$ cat src/rtl/mem_arbiter.sv
// mem_arbiter
// Shares one external memory port between the CPU data path, instruction
// fetch and a DMA master. One transaction is in flight at a time. Priority is
// data > fetch > DMA. A starvation counter forces DMA through after
// STARVE_LIMIT consecutive data/fetch grants taken while DMA was waiting. A
// response timeout aborts a transaction stuck on the memory side and reports
// it through err. Every output comes straight from a flop.

module mem_arbiter #(
    parameter int unsigned STARVE_LIMIT = 4,    // 1..15
    parameter int unsigned TIMEOUT      = 255   // 1..255
) (
    input  logic        clk,
    input  logic        rst,        // asynchronous, active-low
    // CPU data requester
    input  logic        d_req,
    input  logic        d_we,
    input  logic [15:0] d_addr,
    input  logic [15:0] d_wdata,
    output logic        d_ack,
    // instruction fetch requester (read only)
    input  logic        f_req,
    input  logic [15:0] f_addr,
    output logic        f_ack,
    // DMA / peripheral master
    input  logic        x_req,
    input  logic        x_we,
    input  logic [15:0] x_addr,
    input  logic [15:0] x_wdata,
    output logic        x_ack,
    // shared response
    output logic [15:0] r_data,
    output logic        err,
    // memory controller side
    output logic        m_req,
    output logic        m_we,
    output logic        m_instr,
    output logic [15:0] m_addr,
    output logic [15:0] m_wdata,
    input  logic [15:0] m_rdata,
    input  logic        m_busy,
    input  logic        m_cack,
    input  logic        m_ready,
    // current owner
    output logic [1:0]  grant
);

    typedef enum logic [1:0] {
        ST_IDLE  = 2'd0,
        ST_ISSUE = 2'd1,
        ST_WAIT  = 2'd2,
        ST_DONE  = 2'd3
    } state_t;

    localparam logic [1:0] GNT_NONE  = 2'd0;
    localparam logic [1:0] GNT_DATA  = 2'd1;
    localparam logic [1:0] GNT_FETCH = 2'd2;
    localparam logic [1:0] GNT_DMA   = 2'd3;

    localparam logic [3:0] STARVE_LIMIT_C = STARVE_LIMIT[3:0];
    localparam logic [7:0] TIMEOUT_C      = TIMEOUT[7:0];

    state_t      state_r;
    logic [3:0]  starve_cnt_r;
    logic [7:0]  tmo_cnt_r;

    logic [1:0]  win_s;
    logic [2:0]  ack_hot_s;     // {x, f, d}
    logic [7:0]  tmo_next_s;
    logic        tmo_hit_s;
    logic        starve_s;

    // Winner selection for the IDLE decision; a starved DMA overrides priority.
    always_comb begin
        win_s    = GNT_NONE;
        starve_s = (starve_cnt_r == STARVE_LIMIT_C);
        if (x_req && starve_s) begin
            win_s = GNT_DMA;
        end else if (d_req) begin
            win_s = GNT_DATA;
        end else if (f_req) begin
            win_s = GNT_FETCH;
        end else if (x_req) begin
            win_s = GNT_DMA;
        end else begin
            win_s = GNT_NONE;
        end
    end

    // One-hot acknowledge vector for the requester that currently owns the port.
    always_comb begin
        ack_hot_s = 3'b000;
        case (grant)
            GNT_DATA:  ack_hot_s = 3'b001;
            GNT_FETCH: ack_hot_s = 3'b010;
            GNT_DMA:   ack_hot_s = 3'b100;
            default:   ack_hot_s = 3'b000;
        endcase
    end

    // Timeout fires on the cycle that would bring the count up to TIMEOUT, so
    // the transaction spends exactly TIMEOUT cycles in ISSUE+WAIT.
    always_comb begin
        tmo_next_s = tmo_cnt_r + 8'd1;
        if (tmo_next_s == TIMEOUT_C) begin
            tmo_hit_s = 1'b1;
        end else begin
            tmo_hit_s = 1'b0;
        end
    end

    // Arbiter FSM: grant, command issue, response capture and ack generation.
    always_ff @(posedge clk or negedge rst) begin
        if (!rst) begin
            state_r      <= ST_IDLE;
            starve_cnt_r <= 4'd0;
            tmo_cnt_r    <= 8'd0;
            d_ack        <= 1'b0;
            f_ack        <= 1'b0;
            x_ack        <= 1'b0;
            r_data       <= 16'h0000;
            err          <= 1'b0;
            m_req        <= 1'b0;
            m_we         <= 1'b0;
            m_instr      <= 1'b0;
            m_addr       <= 16'h0000;
            m_wdata      <= 16'h0000;
            grant        <= GNT_NONE;
        end else begin
            // acks are single-cycle pulses; only the transition into DONE raises one
            d_ack <= 1'b0;
            f_ack <= 1'b0;
            x_ack <= 1'b0;

            case (state_r)
                ST_IDLE: begin
                    if (!x_req) begin
                        starve_cnt_r <= 4'd0;
                    end
                    if (!m_busy && (win_s != GNT_NONE)) begin
                        grant     <= win_s;
                        m_req     <= 1'b1;
                        tmo_cnt_r <= 8'd0;
                        state_r   <= ST_ISSUE;
                        case (win_s)
                            GNT_DATA: begin
                                m_we    <= d_we;
                                m_instr <= 1'b0;
                                m_addr  <= d_addr;
                                m_wdata <= d_wdata;
                                if (x_req && (starve_cnt_r < STARVE_LIMIT_C)) begin
                                    starve_cnt_r <= starve_cnt_r + 4'd1;
                                end
                            end
                            GNT_FETCH: begin
                                m_we    <= 1'b0;
                                m_instr <= 1'b1;
                                m_addr  <= f_addr;
                                m_wdata <= 16'h0000;
                                if (x_req && (starve_cnt_r < STARVE_LIMIT_C)) begin
                                    starve_cnt_r <= starve_cnt_r + 4'd1;
                                end
                            end
                            GNT_DMA: begin
                                m_we         <= x_we;
                                m_instr      <= 1'b0;
                                m_addr       <= x_addr;
                                m_wdata      <= x_wdata;
                                starve_cnt_r <= 4'd0;
                            end
                            default: begin
                                m_we    <= 1'b0;
                                m_instr <= 1'b0;
                            end
                        endcase
                    end
                end

                ST_ISSUE: begin
                    if (m_cack && (m_we || m_ready)) begin
                        // write accepted, or read accepted with data in the same cycle
                        m_req                 <= 1'b0;
                        r_data                <= m_we ? 16'h0000 : m_rdata;
                        err                   <= 1'b0;
                        {x_ack, f_ack, d_ack} <= ack_hot_s;
                        state_r               <= ST_DONE;
                    end else if (tmo_hit_s) begin
                        m_req                 <= 1'b0;
                        r_data                <= 16'h0000;
                        err                   <= 1'b1;
                        {x_ack, f_ack, d_ack} <= ack_hot_s;
                        state_r               <= ST_DONE;
                    end else if (m_cack) begin
                        // read accepted, data still to come
                        m_req     <= 1'b0;
                        tmo_cnt_r <= tmo_next_s;
                        state_r   <= ST_WAIT;
                    end else begin
                        tmo_cnt_r <= tmo_next_s;
                    end
                end

                ST_WAIT: begin
                    if (m_ready) begin
                        r_data                <= m_rdata;
                        err                   <= 1'b0;
                        {x_ack, f_ack, d_ack} <= ack_hot_s;
                        state_r               <= ST_DONE;
                    end else if (tmo_hit_s) begin
                        r_data                <= 16'h0000;
                        err                   <= 1'b1;
                        {x_ack, f_ack, d_ack} <= ack_hot_s;
                        state_r               <= ST_DONE;
                    end else begin
                        tmo_cnt_r <= tmo_next_s;
                    end
                end

                ST_DONE: begin
                    // response was visible for exactly this cycle; release the port
                    grant   <= GNT_NONE;
                    r_data  <= 16'h0000;
                    err     <= 1'b0;
                    state_r <= ST_IDLE;
                end

                default: begin
                    m_req   <= 1'b0;
                    grant   <= GNT_NONE;
                    state_r <= ST_IDLE;
                end
            endcase
        end
    end

endmodule

$ cat config.mk
export PLATFORM = sky130hd
export DESIGN_NAME = mem_arbiter
export DESIGN_NICKNAME = d
export VERILOG_FILES = /design/src/rtl/mem_arbiter.sv
export SDC_FILE = /design/constraint.sdc
export NUM_CORES = 1
export LEC_CHECK = 0
export BUFFER_PORTS_ARGS = -buffer_cell sky130_fd_sc_hd__buf_2
export CAP_MARGIN = 30
export CORE_ASPECT_RATIO = 1.4
export CORE_MARGIN = 3
export CORE_UTILIZATION = 43
export DETAILED_ROUTE_END_ITERATION = 6
export GPL_TIMING_DRIVEN = 0
export PLACE_DENSITY = 0.77
export SYNTH_ARGS = -nofsm -noshare
export SYNTH_HDL_FRONTEND = slang
export SYNTH_SLANG_ARGS = --single-unit
$ cat constraint.sdc
create_clock -name clk -period 2.5 [get_ports clk]
set_clock_uncertainty 0.1 [all_clocks]
set_input_delay 0.25 -clock clk [delete_from_list [all_inputs] [get_ports clk]]
set_output_delay 0.25 -clock clk [all_outputs]
set_load 0.05 [all_outputs]
After elaboration in Yosys (flattened, before gate mapping). Index checks and enable logic that the tools add are counted.

Bits in read-only memories: 0. Memories: 0. Bits in writable memories: 0. Register bits: 71. Bits in latches: 0. Output and inout port bits: 57.

Multipliers: 0. Reduce and logical (&&, ||, !) cells: 20. Equality and inequality tests: 16. Order comparisons: 1. Bitwise operators: 0. Add/subtract/negate cells: 2. Shift-type cells: 0. Multiplexer cells: 54. Divide/modulo/power cells: 0.

Operators by type and width (count): 16-bit one-hot mux with 3 select lines (3); 16-bit two-way mux (4); 8-bit two-way mux (4); 8-bit one-hot mux with 3 select lines (1); 2-bit two-way mux (11); 1-bit two-way mux (18); 2-bit equality test (second input constant) (6); 4-bit two-way mux (3); 1-bit one-hot mux with 2 select lines (5); 3-bit one-hot mux with 3 select lines (1); 3-bit AND reduction (3); 3-bit nonzero test (3); 8-bit by 1-bit adder with 8-bit output (second input constant) (1); 8-bit equality test (second input constant) (1); 2-bit one-hot mux with 4 select lines (1); 4-bit one-hot mux with 2 select lines (1); 2-bit by 1-bit equality test with 1-bit output (second input constant) (3); 2-bit != test (second input constant) (3); 2-bit nonzero test (3); 4-bit by 1-bit adder with 4-bit output (second input constant) (1); 4-bit by 3-bit equality test with 1-bit output (second input constant) (1); 1-bit logical AND (4); 4-bit by 3-bit < comparator with 1-bit output (second input constant) (1); 4-bit != test (second input constant) (1); other kinds (9) (10).

Logic depth before layout (Yosys ltp). Gate-level depths: netlist of run 1.

Depth in word-level cells: 8. Mapped depth: 12.

Worst setup path before layout of run 1. Ideal clock, no wire load.

Path kind: reg-to-reg. Start point: reg starve_cnt_r[0]. End point: reg tmo_cnt_r[7]. Clock period less this slack: 2522 ps. Stages on the path, launching flop included: 12. Path buffers: 0. Setup slack: -22 ps. Arrival time: 2327 ps. Data required time: 2305 ps. Cells stage by stage: dfrtp_1 inv_1 ha_1 nand3b_1 a21oi_1 inv_1 ha_1 o21ai_0 and3_1 nand2_1 or2_2 o31ai_1.

Word-level cells in the longest chain between the ends: 7.

RTL lines: start: declaration (RTL line 64) `logic [3:0] starve_cnt_r;`; start signal: assignment (RTL line 152) `starve_cnt_r <= starve_cnt_r + 4'd1;`; start signal: assignment (RTL line 161) `starve_cnt_r <= starve_cnt_r + 4'd1;`; 4-bit by 3-bit equality test with 1-bit output (RTL line 76) `starve_s = (starve_cnt_r == STARVE_LIMIT_C);`; 1-bit logical AND (RTL line 77) `if (x_req && starve_s) begin`; 2-bit two-way mux (RTL line 77); 2-bit nonzero test (RTL line 140) `if (!m_busy && (win_s != GNT_NONE)) begin`; 1-bit logical AND (RTL line 140); 2-bit != test (no source line); 4-bit AND reduction (no source line); end signal: assignment (RTL line 196) `tmo_cnt_r <= tmo_next_s;`; end signal: assignment (RTL line 199) `tmo_cnt_r <= tmo_next_s;`; end signal: assignment (RTL line 215) `tmo_cnt_r <= tmo_next_s;`; end: declaration (RTL line 65) `logic [7:0] tmo_cnt_r;`.

Every way passes these cells. A chain may end at the register's enable or synchronous reset.

Worst setup path in the final report of run 1.
Start point: reg starve_cnt_r[0]. End point: reg m_addr[11].

Word-level cells in the longest chain between the ends: 6.

RTL lines: 4-bit by 3-bit equality test with 1-bit output * (RTL line 76); 1-bit logical AND * (RTL line 77); 2-bit two-way mux * (RTL line 77); 2-bit equality test, or another cell as far along (RTL line 145) `case (win_s)`; 3-bit nonzero test (no source line) or 1-bit logical AND (tied branches); 3-bit AND reduction (no source line); end signal: assignment (RTL line 149) `m_addr <= d_addr;`; end signal: assignment (RTL line 158) `m_addr <= f_addr;`; end signal: assignment (RTL line 167) `m_addr <= x_addr;`; end: declaration (RTL line 38) `output logic [15:0] m_addr,`.

Mark *: on every way between the ends. The rest lies on a longest branch, timed or not.

==> impl_metrics.env, run 1 <==
export IMPL_routed_wl_mm=10.71
export IMPL_total_power_uw=6439
export IMPL_min_period_ns=2.458
export IMPL_ys_ff_latch=71
export IMPL_gp_congestion=0.8705
export IMPL_final_cell_mix="164 x buf_2, 71 x dfrtp_1, 43 x nand2_1"
export IMPL_ys_types=36
export IMPL_status="complete, no violations"
export IMPL_cts_htree_levels=3
export IMPL_hpwl_mm=8.011
export IMPL_grt_pass1_vias=3684
export IMPL_cts_made_buffers=9
export IMPL_antenna_left=0
export IMPL_io_pins=163
export IMPL_cts_tree="done"
export IMPL_min_from="m_rdata[9]"
export IMPL_grt_usage_pct=22.28
export IMPL_syn_to_final_growth_pct=37.66
export IMPL_syn_inst=381
export IMPL_numPortBuffers=162
export IMPL_seq_area_frac_synth_pct=49.65
export IMPL_synth_area_per_cell_um2=9.392
export IMPL_worst_slack_ns=0.04241
export IMPL_critPathMaxStageDelay_ns=0.38
export IMPL_drt_iter0_drc=177
export IMPL_clock_sinks=71
export IMPL_yosysWarnings=0
export IMPL_nets=681
export IMPL_rrSetupSlack_ns=0.04
export IMPL_final_common_cell="buf_2"
export IMPL_cp_slowest_cell="dfrtp_1"
export IMPL_rows=38
export IMPL_crit_fanout=10
export IMPL_clk_pin_slew_worst_paths_ns=0.07
export IMPL_finalHoldViolCount=0
export IMPL_cp_required_ns=2.62
export IMPL_synthSimpleGateAreaFrac_pct=16.43
export IMPL_reg2reg_from="starve_cnt_r[0]"
export IMPL_holdPathStages=2
export IMPL_grt_max_degree=72
export IMPL_core_mm2=0.007940
export IMPL_hold_class="input pin to flop"
export IMPL_synthesis_nets=500
export IMPL_crit_type="flop to flop"
export IMPL_fin_hold_ws_ns=0.02075
export IMPL_root_buffer="clkbuf_8"
export IMPL_peakVddDrop_mv=0.8606
export IMPL_total_leakage_power_uw=0.002431
export IMPL_end_kind="flop"
export IMPL_vias=3580
export IMPL_drv_slew=0
export IMPL_die_h_um=113.9
export IMPL_powerDensity_mw_per_mm2=1307
export IMPL_crit_arrival_ns=2.58
export IMPL_synth_xor_xnor_area_share_pct=0.4895
export IMPL_setup_viol=0
export IMPL_pre_cts_slack_ns=-0.7646
export IMPL_syn_area_mm2=0.003578
export IMPL_drc=0
export IMPL_synth_area_mux_share_pct=1.189
export IMPL_fp_dieW_um=83.10
export IMPL_worst_pin_slew_ns=0.8903
export IMPL_synth_fa_ha_area_share_pct=4.545
export IMPL_synth_top_family_by_area="compound AO/OA/AOI/OAI gates"
export IMPL_critPathBufInv=4
export IMPL_grt_overflow=0
export IMPL_setup_tns_ns=0
export IMPL_antenna_found_initial=0
export IMPL_die_area_mm2=0.009468
export IMPL_synth_compound_area_share_pct=23.39
export IMPL_layout_drive_gt1_share_pct=40.07
export IMPL_r2r_end="m_addr[11]"
export IMPL_diodes=0
export IMPL_insertion_delay_ns=0.35
export IMPL_timing_max_cap_violations=0
export IMPL_grt_pass1_wl_mm=16.99
export IMPL_crit_chain="inv_1 -> ha_1 -> nand3b_1 -> nand2_1 -> a21oi_4 -> inv_2 -> ha_2 -> clkbuf_4 -> buf_4 -> a22oi_1 -> a31oi_1"
export IMPL_start_util_pct=45.07
export IMPL_routed_via_density=5.392
export IMPL_relSlewSlack_pct=40.65
export IMPL_cp_start_kind="flop"
export IMPL_fin_crit_sh_pct=98.30
export IMPL_path_delay_family="compound AO/OA/AOI/OAI gates"
export IMPL_drt_pre_antenna_iters=4
export IMPL_holdPathEnd="r_data[9]"
export IMPL_final_area_mm2=0.004926
export IMPL_cts_path_max_buffers=2
export IMPL_route_detailed_wl_per_inst_um=16.13
export IMPL_r2r_cells=11
export IMPL_max_freq_mhz=406.9
export IMPL_place_area_mm2=0.004517
timing repair:
| action | CTS | global route |
|---|---|---|
| hold endpoints to repair | 71 | 0 |
| resized for setup | 25 | 41 |
| endpoints found under the setup margin | 47 | 55 |
| setup buffers | 3 | 6 |
| pin swaps | 2 | 6 |
| hold buffers | 1 | 0 |
worst register-to-register path, cell delays in order, from the launching register on:
cell,delay (ns)
dfrtp_1,0.38
inv_1,0.08
ha_1,0.21
nand3b_1,0.17
nand2_1,0.12
a21oi_4,0.26
inv_2,0.07
ha_2,0.22
clkbuf_4,0.20
buf_4,0.19
a22oi_1,0.22
a31oi_1,0.12
layout make-up:
| cell class | instances | area [um2] |
|---|---|---|
| clock inverter | 1 | 30.03 |
| clock buffer | 12 | 155.1 |
| sequential | 71 | 1777 |
| multi-input combinational | 273 | 1765 |
| buffer | 21 | 130.1 |
| inverter | 14 | 52.55 |
| fill | 682 | 3014 |
| timing repair buffer | 172 | 890.9 |
| tap | 100 | 125.1 |
per-stage QoR:
stage               utilization [%]  cells
finish                        62.04    664
global route                  62.04    664
CTS                           60.49    660
detailed placement            56.89    643
global placement              56.85    643
floorplan                         -    381
state kept, by name (all words and copies together), names as in the netlist, 2 cells and up:
signal	flops
grant	2
m_addr	16
m_wdata	16
r_data	16
starve_cnt_r	4
state_r	2
tmo_cnt_r	8
cell families after synthesis:
logic type | count (synthesis)
buf+inv | 37
simple gates | 124
flops | 71
xor+xnor | 2
compound gates | 130
fa+ha+maj | 13
mux | 4
layer usage:
metal | global-route usage (%) | wire length (um) | vias up
met4 | 12.76 | 379 | 0
met5 | 0 | 0 | -
met1 | 24.67 | 4007 | 1663
met3 | 5.491 | 814 | 29
li1 | - | - | 1722
met2 | 38.87 | 5509 | 166
synthesized netlist by cell type:
master | number | area, um2
dfrtp_1 | 71 | 1777
nand2_1 | 43 | 161.4
nor2_1 | 40 | 150.1
a21oi_1 | 38 | 190.2
a22oi_1 | 24 | 180.2
clkbuf_1 | 20 | 75.07
a22o_1 | 18 | 157.7
o21ai_0 | 18 | 90.09
a31oi_1 | 16 | 100.1
nor3b_1 | 16 | 120.1
inv_1 | 14 | 52.55
ha_1 | 13 | 162.7
nand3_1 | 8 | 40.04
o31ai_1 | 5 | 37.54
and3_1 | 3 | 18.77
nor3_1 | 3 | 15.01
o21a_1 | 3 | 22.52
o22ai_1 | 3 | 18.77
or2_2 | 3 | 18.77
buf_6 | 2 | 22.52
mux2_2 | 2 | 22.52
mux2i_1 | 2 | 20.02
nand3b_1 | 2 | 15.01
o211ai_1 | 2 | 15.01
a21o_1 | 1 | 7.510
a32o_1 | 1 | 10.01
and2_1 | 1 | 6.260
and3b_1 | 1 | 8.760
buf_1 | 1 | 3.750
nor2b_1 | 1 | 6.260
nor4bb_1 | 1 | 10.01
o21bai_1 | 1 | 7.510
or2_1 | 1 | 6.260
or3_4 | 1 | 11.26
xnor2_1 | 1 | 8.760
xor2_1 | 1 | 8.760
where the power goes:
part / switching (uW) / internal [uW] / leakage (uW)
clock: 395 / 500 / 0.0000944
sequential: 301 / 1610 / 0.000878
combinational: 2590 / 1040 / 0.00146
worst max path at each step:
| stage | startpoint | endpoint | slack, ns | cells past startpoint |
|---|---|---|---|---|
| finish | starve_cnt_r[0] | m_addr[11] | 0.04 | 11 |
| floorplan | starve_cnt_r[0] | m_addr[11] | 0.0004 | 10 |
| global route | starve_cnt_r[0] | m_addr[11] | -0.08 | 11 |
| CTS | starve_cnt_r[0] | m_addr[4] | 0.005 | 11 |
| global placement | starve_cnt_r[0] | m_addr[7] | -0.76 | 10 |
| detailed placement | starve_cnt_r[0] | m_addr[11] | -0.76 | 10 |
(Power assumes the default switching activity.)
==> run 2: changes to the inputs <==
Settings changed: ABC_AREA set to 1, CORE_UTILIZATION 43 to 44.
==> run 2 against run 1 <==
Net effect: worst setup slack better by 0.11 ns; total power up 10%; clock power up 34%; count of clock-buffer cells in the layout unchanged; area after synthesis up 13%; critical path type unchanged; critical endpoint is now tmo_cnt_r[6]; highest routed layer unchanged.
==> impl_metrics.env, run 2 <==
export IMPL_grt_util_met3_pct=6.782
export IMPL_worst_pin_slew_ns=0.4164
export IMPL_routed_wl_mm=12.34
export IMPL_syn_inst=517
export IMPL_setup_viol=0
export IMPL_nets=810
export IMPL_hold_class="input pin to flop"
export IMPL_synth_area_mux_share_pct=0
export IMPL_crit_type="flop to flop"
export IMPL_drv_slew=0
export IMPL_use_met1_pct=28.08
export IMPL_crit_arrival_ns=2.47
export IMPL_seq_area_frac_synth_pct=43.98
export IMPL_synth_area_leader_cell="dfrtp_1"
export IMPL_cts_made_buffers=9
export IMPL_min_period_ns=2.349
export IMPL_fin_crit_sh_pct=93.97
export IMPL_synth_fa_ha_area_share_pct=4.026
export IMPL_synthSimpleGateAreaFrac_pct=31.16
export IMPL_fillers=799
export IMPL_diodes=0
export IMPL_antenna_left=0
export IMPL_cts_htree_levels=3
export IMPL_synth_area_per_cell_um2=7.815
export IMPL_cp_start_kind="flop"
export IMPL_final_cell_mix="163 x buf_2, 109 x nand2_1, 93 x nand3_1"
export IMPL_startpoint="starve_cnt_r[0]"
export IMPL_grt_setup_unrepaired="true"
export IMPL_seq_area_mm2=0.001777
export IMPL_start_util_pct=46.13
export IMPL_fp_dieW_um=86.99
export IMPL_synth_compound_area_share_pct=12.76
export IMPL_ys_ff_latch=71
export IMPL_reg2reg_from="starve_cnt_r[0]"
export IMPL_synth_top_area_share_pct=43.98
export IMPL_synth_area_top_cells="dfrtp_1 44%, nand3_1 12%, nand2_1 10%"
export IMPL_die_h_um=119.4
export IMPL_yosysWarnings=0
export IMPL_yosys_top_cells_count="109 x nand2_1, 93 x nand3_1, 71 x dfrtp_1"
export IMPL_fin_cells=801
export IMPL_total_leakage_power_uw=0.002782
export IMPL_clk_pin_slew_worst_paths_ns=0.06
export IMPL_min_from="m_rdata[14]"
export IMPL_r2r_end="tmo_cnt_r[6]"
export IMPL_timing_max_cap_violations=0
export IMPL_hpwl_mm=9.398
export IMPL_clock_sinks=71
export IMPL_insertion_delay_ns=0.33
export IMPL_synthesis_nets=636
export IMPL_route_detailed_wl_per_inst_um=15.40
export IMPL_cp_slowest_cell="dfrtp_1"
export IMPL_cts_tree="done"
export IMPL_endpoint="tmo_cnt_r[6]"
export IMPL_cp_depth=13
export IMPL_rrSetupSlack_ns=0.15
export IMPL_r2r_cells=13
export IMPL_io_pins=163
export IMPL_syn_area_mm2=0.004040
export IMPL_synth_edf_count=0
export IMPL_crit_chain="inv_1 -> ha_1 -> nand3_1 -> o21ai_2 -> inv_1 -> ha_1 -> nor2_2 -> nor2_2 -> a211oi_2 -> nand2_4 -> buf_6 -> nand2_1 -> o21ai_2"
export IMPL_synth_top_family_by_area="simple AND/OR/NAND/NOR gates"
export IMPL_grt_pass1_vias=4521
export IMPL_die_area_mm2=0.01038
export IMPL_largest_registers="m_addr (16), m_wdata (16), r_data (16)"
export IMPL_core_mm2=0.008758
export IMPL_cp_required_ns=2.62
export IMPL_worst_slack_ns=0.1508
export IMPL_drt_pre_antenna_iters=5
export IMPL_async_reset_ff_share_pct=100.0
export IMPL_peakVddDrop_mv=0.8508
export IMPL_grt_max_degree=72
export IMPL_status="complete, no violations"
export IMPL_pre_cts_slack_ns=-0.4626
export IMPL_root_buffer="clkbuf_16"
export IMPL_layout_drive_gt1_share_pct=33.76
export IMPL_setup_tns_ns=0
export IMPL_critPathMaxStageDelay_ns=0.38
export IMPL_end_kind="flop"
export IMPL_max_freq_mhz=425.7
export IMPL_synthFlopType="dfrtp_1"
export IMPL_finalHoldViolCount=0
export IMPL_synthMostInstantiatedCell="nand2_1"
export IMPL_routed_via_density=5.395
export IMPL_grt_overflow=0
export IMPL_path_delay_family="simple AND/OR/NAND/NOR gates"
export IMPL_global_route_usage_met2_pct=42.16
export IMPL_drt_iter0_drc=200
export IMPL_vias=4321
export IMPL_grt_pass1_wl_mm=20.64
export IMPL_busiest_layer="met2"
export IMPL_synth_xor_xnor_area_share_pct=0
export IMPL_dp_cells=785
export IMPL_numPortBuffers=162
export IMPL_critPathBufInv=3
export IMPL_ys_types=35
export IMPL_cts_path_max_buffers=2
export IMPL_powerDensity_mw_per_mm2=1320
export IMPL_rows=40
export IMPL_relSlewSlack_pct=72.24
export IMPL_drc=0
export IMPL_multiInputGateArea_mm2=0.001972
export IMPL_gp_congestion=0.8791
export IMPL_crit_fanout=10
export IMPL_final_common_cell="buf_2"
export IMPL_antenna_found_initial=0
export IMPL_grt_usage_pct=24.75
export IMPL_syn_to_final_growth_pct=33.32
## run 2: changes by cell type after synthesis, sizes merged, moves of 5 or more
cell | before | now
nand2 | 43 | 116
a22oi | 24 | 0
nor2 | 40 | 57
a41oi | 0 | 16
nand3 | 8 | 98
inv | 14 | 44
buf | 3 | 11
a31oi | 16 | 1
nor3b | 16 | 0
a22o | 18 | 1
o31ai | 5 | 0
## run 2: logic make-up after synthesis
family | after synthesis
AO/OA/AOI/OAI | 81
AND/OR/NAND/NOR | 279
adder cells (fa/ha/maj) | 13
flip-flops | 71
buffers and inverters | 73
## run 2: where the power goes
part | internal (uW) | leakage [uW] | switching [uW]
clock | 719 | 0.000142 | 482
combinational | 1090 | 0.00177 | 2890
sequential | 1620 | 0.000871 | 308
## run 2: repair_timing
action,4_1_cts,5_1_grt
setup endpoints to repair,46,46
gates resized for setup,20,30
hold buffers,1,0
endpoints found under the hold margin,71,0
pin swaps,0,1
buffers inserted,0,1
## run 2: layout make-up
| class | count | area share [%] |
|---|---|---|
| Clock inverter | 4 | 0.3717 |
| Tap cell | 105 | 2.439 |
| Buffer | 25 | 3.647 |
| Inverter | 46 | 3.252 |
| Multi-Input combinational cell | 373 | 36.61 |
| Sequential cell | 71 | 32.98 |
| Timing Repair Buffer | 165 | 15.93 |
| Clock buffer | 12 | 4.762 |
## run 2: routing by layer
layer,wire length [um],vias to the layer above
met4,439,0
met5,0,-
met2,6248,223
li1,-,2068
met3,1104,40
met1,4546,1990
## run 2: stage by stage
stage	utilization [%]	cell area, um2	hold WS, ns	total power, uW
6_report	61.50	5386	0.04732	7110
5_1_grt	61.50	5386	0.05455	7556
4_1_cts	60.96	5339	0.03946	7082
3_5_place_dp	57.23	5012	0.1972	5818
3_3_place_gp	56.89	4982	0.3640	5723
2_1_floorplan	-	4040	-0.1456	4801
## run 2: how the worst min path moves through the flow
| stage | endpoint | slack [ns] | cells past startpoint |
|---|---|---|---|
| 2_1_floorplan | d_ack | -0.15 | 0 |
| 3_3_place_gp | m_instr | 0.36 | 2 |
| 3_5_place_dp | tmo_cnt_r[4] | 0.20 | 2 |
| 4_1_cts | r_data[14] | 0.04 | 3 |
| 5_1_grt | r_data[15] | 0.05 | 3 |
| 6_report | r_data[14] | 0.05 | 3 |
## run 2: tightest hold or removal path, cell delays in order
cell     delay (ns)
buf_2          0.08
nand3_1        0.06
nand2_1        0.06
